## src/rtl/i2c_target_regfile.sv

```systemverilog
// I2C target with a byte-wide register file: write pointer, burst writes,
// auto-incrementing reads and combined (repeated-START) transfers.
module i2c_target_regfile #(
  parameter logic [6:0] DEV_ADDR = 7'h50,
  parameter int         NUM_REGS = 16
) (
  input  logic       clk,
  input  logic       resetn,
  input  logic       scl_i,
  input  logic       sda_i,
  output logic       sda_oe_o,
  output logic       wr_strobe_o,
  output logic [7:0] wr_addr_o,
  output logic [7:0] wr_data_o,
  output logic       busy_o
);

  localparam int PW = (NUM_REGS > 1) ? $clog2(NUM_REGS) : 1;

  typedef enum logic [3:0] {
    IDLE, ADDR, ADDR_ACK, REG, REG_ACK, WDATA, WDATA_ACK, RDATA, RDATA_ACK
  } state_t;

  state_t        state, state_nx;
  logic [3:0]    cnt, cnt_nx;
  logic [7:0]    shift, shift_nx;
  logic [PW-1:0] ptr, ptr_nx, ptr_inc;
  logic [7:0]    ptr_ext;
  logic          rw, rw_nx;
  logic          mack, mack_nx;
  logic          oe, oe_nx;
  logic          busy, busy_nx;
  logic          strobe, strobe_nx;
  logic [7:0]    waddr, waddr_nx;
  logic [7:0]    wdata, wdata_nx;
  logic          we;
  logic [7:0]    regs [NUM_REGS];

  logic scl_p0, scl_p1, scl_p2;
  logic sda_p0, sda_p1, sda_p2;
  logic scl_rise, scl_fall, start_det, stop_det;

  // Synchronizer stages p0/p1, p2 holds the previous synchronized value
  always_ff @(posedge clk or negedge resetn) begin
    if (!resetn) begin
      scl_p0 <= 1'b1;
      scl_p1 <= 1'b1;
      scl_p2 <= 1'b1;
      sda_p0 <= 1'b1;
      sda_p1 <= 1'b1;
      sda_p2 <= 1'b1;
    end else begin
      scl_p0 <= scl_i;
      scl_p1 <= scl_p0;
      scl_p2 <= scl_p1;
      sda_p0 <= sda_i;
      sda_p1 <= sda_p0;
      sda_p2 <= sda_p1;
    end
  end

  assign scl_rise  = scl_p1 & ~scl_p2;
  assign scl_fall  = ~scl_p1 & scl_p2;
  assign start_det = scl_p1 & scl_p2 & sda_p2 & ~sda_p1;
  assign stop_det  = scl_p1 & scl_p2 & ~sda_p2 & sda_p1;
  assign ptr_inc   = ptr + 1'b1;

  always_ff @(posedge clk or negedge resetn) begin
    if (!resetn) begin
      state  <= IDLE;
      cnt    <= 4'd0;
      shift  <= 8'd0;
      ptr    <= '0;
      rw     <= 1'b0;
      mack   <= 1'b1;
      oe     <= 1'b0;
      busy   <= 1'b0;
      strobe <= 1'b0;
      waddr  <= 8'd0;
      wdata  <= 8'd0;
    end else begin
      state  <= state_nx;
      cnt    <= cnt_nx;
      shift  <= shift_nx;
      ptr    <= ptr_nx;
      rw     <= rw_nx;
      mack   <= mack_nx;
      oe     <= oe_nx;
      busy   <= busy_nx;
      strobe <= strobe_nx;
      waddr  <= waddr_nx;
      wdata  <= wdata_nx;
    end
  end

  always_ff @(posedge clk or negedge resetn) begin
    if (!resetn) begin
      for (int i = 0; i < NUM_REGS; i++) regs[i] <= 8'd0;
    end else if (we) begin
      regs[ptr] <= shift;
    end
  end

  // STOP/START win over bit sampling; SDA drive changes only on SCL falls
  always_comb begin
    state_nx  = state;
    cnt_nx    = cnt;
    shift_nx  = shift;
    ptr_nx    = ptr;
    rw_nx     = rw;
    mack_nx   = mack;
    oe_nx     = oe;
    busy_nx   = busy;
    strobe_nx = 1'b0;
    waddr_nx  = waddr;
    wdata_nx  = wdata;
    we        = 1'b0;
    ptr_ext   = 8'd0;
    ptr_ext[PW-1:0] = ptr;

    if (stop_det) begin
      state_nx = IDLE;
      cnt_nx   = 4'd0;
      oe_nx    = 1'b0;
      busy_nx  = 1'b0;
    end else if (start_det) begin
      state_nx = ADDR;
      cnt_nx   = 4'd0;
    end else if (scl_rise) begin
      case (state)
        ADDR, REG, WDATA: begin
          shift_nx = {shift[6:0], sda_p1};
          cnt_nx   = cnt + 4'd1;
        end
        RDATA:     cnt_nx  = cnt + 4'd1;
        RDATA_ACK: mack_nx = sda_p1;
        default: ;
      endcase
    end else if (scl_fall) begin
      case (state)
        ADDR: begin
          if (cnt == 4'd8) begin
            if (shift[7:1] == DEV_ADDR) begin
              oe_nx    = 1'b1;
              busy_nx  = 1'b1;
              rw_nx    = shift[0];
              state_nx = ADDR_ACK;
            end else begin
              busy_nx  = 1'b0;
              state_nx = IDLE;
            end
          end
        end
        ADDR_ACK: begin
          cnt_nx = 4'd0;
          if (rw) begin
            shift_nx = regs[ptr];
            oe_nx    = ~regs[ptr][7];
            state_nx = RDATA;
          end else begin
            oe_nx    = 1'b0;
            state_nx = REG;
          end
        end
        REG: begin
          if (cnt == 4'd8) begin
            ptr_nx   = shift[PW-1:0];
            oe_nx    = 1'b1;
            state_nx = REG_ACK;
          end
        end
        REG_ACK, WDATA_ACK: begin
          oe_nx    = 1'b0;
          cnt_nx   = 4'd0;
          state_nx = WDATA;
        end
        WDATA: begin
          if (cnt == 4'd8) begin
            we        = 1'b1;
            strobe_nx = 1'b1;
            waddr_nx  = ptr_ext;
            wdata_nx  = shift;
            oe_nx     = 1'b1;
            ptr_nx    = ptr_inc;
            state_nx  = WDATA_ACK;
          end
        end
        RDATA: begin
          if (cnt == 4'd8) begin
            oe_nx    = 1'b0;
            cnt_nx   = 4'd0;
            state_nx = RDATA_ACK;
          end else begin
            shift_nx = {shift[6:0], 1'b0};
            oe_nx    = ~shift[6];
          end
        end
        RDATA_ACK: begin
          ptr_nx = ptr_inc;
          cnt_nx = 4'd0;
          if (!mack) begin
            shift_nx = regs[ptr_inc];
            oe_nx    = ~regs[ptr_inc][7];
            state_nx = RDATA;
          end else begin
            oe_nx    = 1'b0;
            state_nx = IDLE;
          end
        end
        default: ;
      endcase
    end
  end

  assign sda_oe_o    = oe;
  assign wr_strobe_o = strobe;
  assign wr_addr_o   = waddr;
  assign wr_data_o   = wdata;
  assign busy_o      = busy;

endmodule
```

## config.mk

```make
export PLATFORM = sky130hd
export DESIGN_NAME = i2c_target_regfile
export DESIGN_NICKNAME = d
export VERILOG_FILES = /design/src/rtl/i2c_target_regfile.sv
export SDC_FILE = /design/constraint.sdc
export NUM_CORES = 1
export LEC_CHECK = 0
export ABC_AREA = 1
export CAP_MARGIN = 40
export CORE_ASPECT_RATIO = 1.2
export CORE_MARGIN = 5
export CORE_UTILIZATION = 45
export CTS_BUF_LIST = sky130_fd_sc_hd__clkbuf_4 sky130_fd_sc_hd__clkbuf_8
export DETAILED_ROUTE_END_ITERATION = 8
export HOLD_SLACK_MARGIN = 0.15
export SYNTH_ARGS = -nofsm -noshare
export SYNTH_HDL_FRONTEND = slang
export SYNTH_SLANG_ARGS = --single-unit
```

## constraint.sdc

```tcl
create_clock -name clk -period 2.5 [get_ports clk]
set_input_delay 0.25 -clock clk [delete_from_list [all_inputs] [get_ports clk]]
set_output_delay 0.25 -clock clk [all_outputs]
set_load 0.01 [all_outputs]
```

Yosys cells after proc, flatten, opt, wreduce, memory -nomap -nowiden:

Index checks and enable logic that the tools add are counted.

* bitwise operators: 19
* reductions and logical operators: 26
* eq/ne operators: 28
* $add $sub $neg: 2
* $lt $le $gt $ge: 3
* mux-type cells: 62

Operators by type and width (number)
* bitwise mux 128 bit: 1
* 2-to-1 mux 8 bit: 11
* binary-select mux 8 bit (select 4 bit): 2
* 2-to-1 mux 4 bit: 16
* demux 8 bit (select 4 bit): 1
* case mux 4 bit (7 select lines): 1
* AND reduction 7 bit: 4
* case mux 8 bit (3 select lines): 1
* 2-to-1 mux 1 bit: 23
* == test 4 x 3 -> 1 bit, second input constant: 4
* inequality test 4 bit, second input constant: 4
* inequality test 3 bit, second input constant: 5
* case mux 4 bit (3 select lines): 1
* greater-or-equal comparator 5 bit, second input constant: 2
* NOT 1 bit: 10
* NOT 4 -> 5 bit: 2
* nonzero test 9 bit: 1
* adder 4 x 1 -> 4 bit, second input constant: 2
* == test 4 x 2 -> 1 bit, second input constant: 2
* == test 4 bit, second input constant: 2
* case mux 4 bit (2 select lines): 1
* AND reduction 4 bit: 2
* AND reduction 8 bit: 1
* nonzero test 2 bit: 4
* other kinds (22): 37

* bits of input ports: 4
* register bits: 171

Longest topological paths before layout:

* word-level depth: 12
* mapped depth: 16

Least setup slack after synthesis:

Ideal clock, no wire load.

* kind: register -> register
* start: reg ptr[1]
* end: reg shift[0]
* arrival: 2253 ps
* path buffers: 4
* required time: 2423 ps
* period minus slack after synthesis: 2330 ps
* stages on the path, launching flop included: 16
* slack: 170 ps
* cell sequence: dfrtp_1 > buf_2 > clkinv_1 > clkbuf_1 > ha_1 > clkbuf_1 > inv_2 > clkbuf_1 > nand3_1 > nand3_1 > nand3_1 > nand2_1 > nand2_1 > nand2_1 > nand2_1 > a21oi_1

* cells in the longest elaborated chain, start to end: 9
* elaborated cells on any way between the ends: 14

Ends and longest elaborated chain
* start, declared: line 27 `logic [PW-1:0] ptr, ptr_nx, ptr_inc;`
* start signal, assigned: line 85 `ptr <= ptr_nx;`
* adder 4 x 1 -> 4 bit: line 66 `assign ptr_inc = ptr + 1'b1;`
* NOT 4 -> 5 bit (implied by the code): line 202 `shift_nx = regs[ptr_inc];`
* binary-select mux 8 bit (select 4 bit): line 202
* 2-to-1 mux 8 bit (implied by the code) (2 in series): line 202
* 2-to-1 mux 8 bit: line 201 `if (!mack) begin`
* case mux 8 bit (3 select lines) (*): line 140 `case (state)`
* 2-to-1 mux 8 bit (*): line 139 `end else if (scl_fall) begin`
* 2-to-1 mux 8 bit (*): line 129 `end else if (scl_rise) begin`
* end signal, assigned: line 84 `shift <= shift_nx;`
* end, declared: line 26 `logic [7:0] shift, shift_nx;`

Every way passes the cells marked *; elsewhere a longest branch is shown, timed or not. The select of a mux whose other input is x is not followed.
A chain may end at the register's enable or synchronous reset.

Final worst setup path:

* start: reg ptr[0]
* end: reg shift[2]

Same word-level chain as after synthesis.

==> results.toml <==
[timing]
finalCritPeriodShare_pct = 85.3
worst_pin_slew_ns = 0.661
rsz0062_at_grt = "no"
hold_viol = 0
fin_tns_setup_ns = 0
slew_viol_final = 0
setup_viol = 0
fin_skew_ns = 0.0136
period_needed_ns = 2.13
slew_headroom_pct = 55.9
fmax_ghz = 0.469
hold-worst-slack_ns = 0.181

[status]
status = "finished, final reports clean"

[die]
num_rows = 60
ios = 23
die-area_mm2 = 0.0261
initial_core_util_pct = 45.9
coreArea_mm2 = 0.0225
dieHeight_um = 176
fp.dieW_um = 148

[worst_setup_path]
arrival_ns = 2.53
cp_data_required_time_ns = 2.90
crit_type = "register to register"
worstSetupEndpointType = "register"
cp-start-kind = "register"
worstPathMaxFanout = 25

[logic_synthesis]
synth.most_common_cell = "nand2_1"
syn_inst = 1436
synth_seq_cells = 171
yosysTopAreaCell = "dfrtp_1"
avgSynthCellArea_um2 = 7.19
synthTopCellsByCount = "nand2_1 (525), nand3_1 (167), dfrtp_1 (164)"
synth.distinct_cells = 40
ys_async_sr_fraction_pct = 100
synth-edff-count = 0
synth_top_area_share_pct = 39.7
ys_seq_area_share_pct = 41.5
syn-cell-area_mm2 = 0.0103
ys_warn_count = 0
ys_top_cells_by_area = "dfrtp_1 (40%), nand2_1 (19%), nand3_1 (8.1%), inv_1 (5.6%), o21ai_2 (4.1%)"
synth_flop_cell = "dfrtp_1"

[global_route]
grt_max_degree = 131
grt_util_all_layers_pct = 23.3
overflow = 0
grt_pass1_wl_um = 47900
grt_pass1_vias = 8671
antenna_found_initial = 0

[cts]
cts_resized = 0
tritoncts = "done"
root_buffer = "clkbuf_8"
cts_hold_buffers = 1
postCtsSetupRepairBufs = 0
cts_buffers = 17
cts_sinks = 171
cts.clk_slew.worst_paths_ns = 0.09
clkLatencyLatePin_ns = 0.47
clockBufferDepth = 2
h-tree-depth = 4

[job]
max_cap_viol_count = 0

[finish]
drive_gt1_share_pct = 12.1
diodes = 0
layout.cells.non_filler = 1725
layout.nets = 1446
syn_to_final_growth_pct = 8.59
nFillCells = 2235

[power]
peakVddDrop_uv = 848
leakage_nw = 5.71
pwr_density_cell_mw_per_mm2 = 966

[placement]
dpl.cell_count = 1692
port_buffers = 18
finalWeightedCongestion = 0.942
dp_hpwl_um = 19800

[drt]
vias_per_cell = 5.26
drc = 0
wirelength_um = 29200
wl_per_cell_um = 16.9
ant_nets = 0
vias = 9079
dr.pass1.iters = 5
first_iter_violations = 735

[worst_hold_path]
hold_class = "input pin to register"
final timing paths:
path / start / end / slack [ns] / depth (start not counted)
max: ptr[0]$_DFFE_PN0P_ / shift[2]$_DFFE_PN0P_ / 0.37 / 12
min: scl_i / scl_p0$_DFF_PN1_ / 0.18 / 1
max reg2reg: ptr[0]$_DFFE_PN0P_ / shift[2]$_DFFE_PN0P_ / 0.37 / 12
min reg2reg: scl_p0$_DFF_PN1_ / scl_p1$_DFF_PN1_ / 0.36 / 0
max in group asynchronous: resetn / regs[110]$_DFFE_PN0P_ / 1.36 / 3
min in group asynchronous: resetn / regs[62]$_DFFE_PN0P_ / 0.36 / 2
metrics by stage:
stage          setup slack [ns]  power, mW  util [%]  area, um2
6_report                  0.368       10.8      49.8      11200
4_1_cts                   0.371       10.9      49.8      11200
5_1_grt                   0.151       11.6      49.8      11200
3_3_place_gp              0.410       8.71      47.9      10800
3_5_place_dp              0.398       8.71      47.9      10800
2_1_floorplan             0.170       6.76         -      10300
worst max-delay path: stages, from the launching register on:
cell	delay [ns]
dfrtp_4	0.46
clkinv_2	0.09
ha_1	0.41
inv_2	0.11
buf_12	0.19
nand3_1	0.11
nand3_1	0.11
nand3_1	0.19
nand2_1	0.10
nand2_1	0.05
nand2_1	0.05
nand2_1	0.06
a21oi_1	0.12
cell families (layout without fill, tap and decap cells):
kind of cell    Yosys count  after routing  synth area share, %
other cells               1              4               0.0363
mux                       1              1                0.109
flops                   171            171                 41.5
xor+xnor                  3              3                0.400
compound gates          229            229                 13.4
fa+ha+maj                 9              9                 1.09
buf+inv                 250            257                 10.8
simple gates            772            772                 32.6
registers in the layout, summed over array words and instances (netlist names), 4 cells and up:
name / count
cnt: 4
ptr: 4
regs: 128
shift: 8
state: 4
wr_addr_o: 4
wr_data_o: 8
cell type report:
| cell class | count | area [um2] | share of cell area (%) |
|---|---|---|---|
| multi-input cells | 1018 | 4940 | 44.0 |
| flip-flops and latches | 171 | 4290 | 38.3 |
| inverters | 165 | 628 | 5.60 |
| repair buffers | 60 | 587 | 5.23 |
| well taps | 279 | 349 | 3.11 |
| clock buffers | 19 | 255 | 2.28 |
| clock inverters | 13 | 165 | 1.47 |
placed cells by master (no fill, tap or decap), drive strengths merged:
cell type      synthesis  layout
nor3b                  1       1
nand2                538     538
nand3                171     171
inv                  163     166
a21oi                 23      23
nand4                  3       3
nand3b                 1       1
bufinv                 0       3
xor2                   3       3
nor3                   5       5
clkinvlp               0       3
clkbuf                30      19
nor2                  50      50
ha                     9       9
dfrtp                164     164
dlygate4sd3            0       1
or2                    2       2
dfstp                  7       7
o22ai                  1       1
buf                   55      42
conb                   1       4
o31ai                  2       2
clkdlybuf4s50          0      17
mux2                   1       1
o21ai                183     183
o211ai                20      20
clkinv                 2       6
nor4                   1       1
where the power goes:
part / internal, mW / switching (mW)
clock network: 1.04 / 1.10
registers: 2.92 / 0.181
logic: 1.64 / 3.95
total: 5.60 / 5.24
per-layer routing:
layer	GRT usage [%]	vias up	share of wire [%]
li1	-	4549	-
met4	7.47	0	2.9
met2	38.8	258	48
met5	0	-	0
met3	3.34	56	4.3
met1	31.5	4216	45
(Power assumes the default switching activity.)
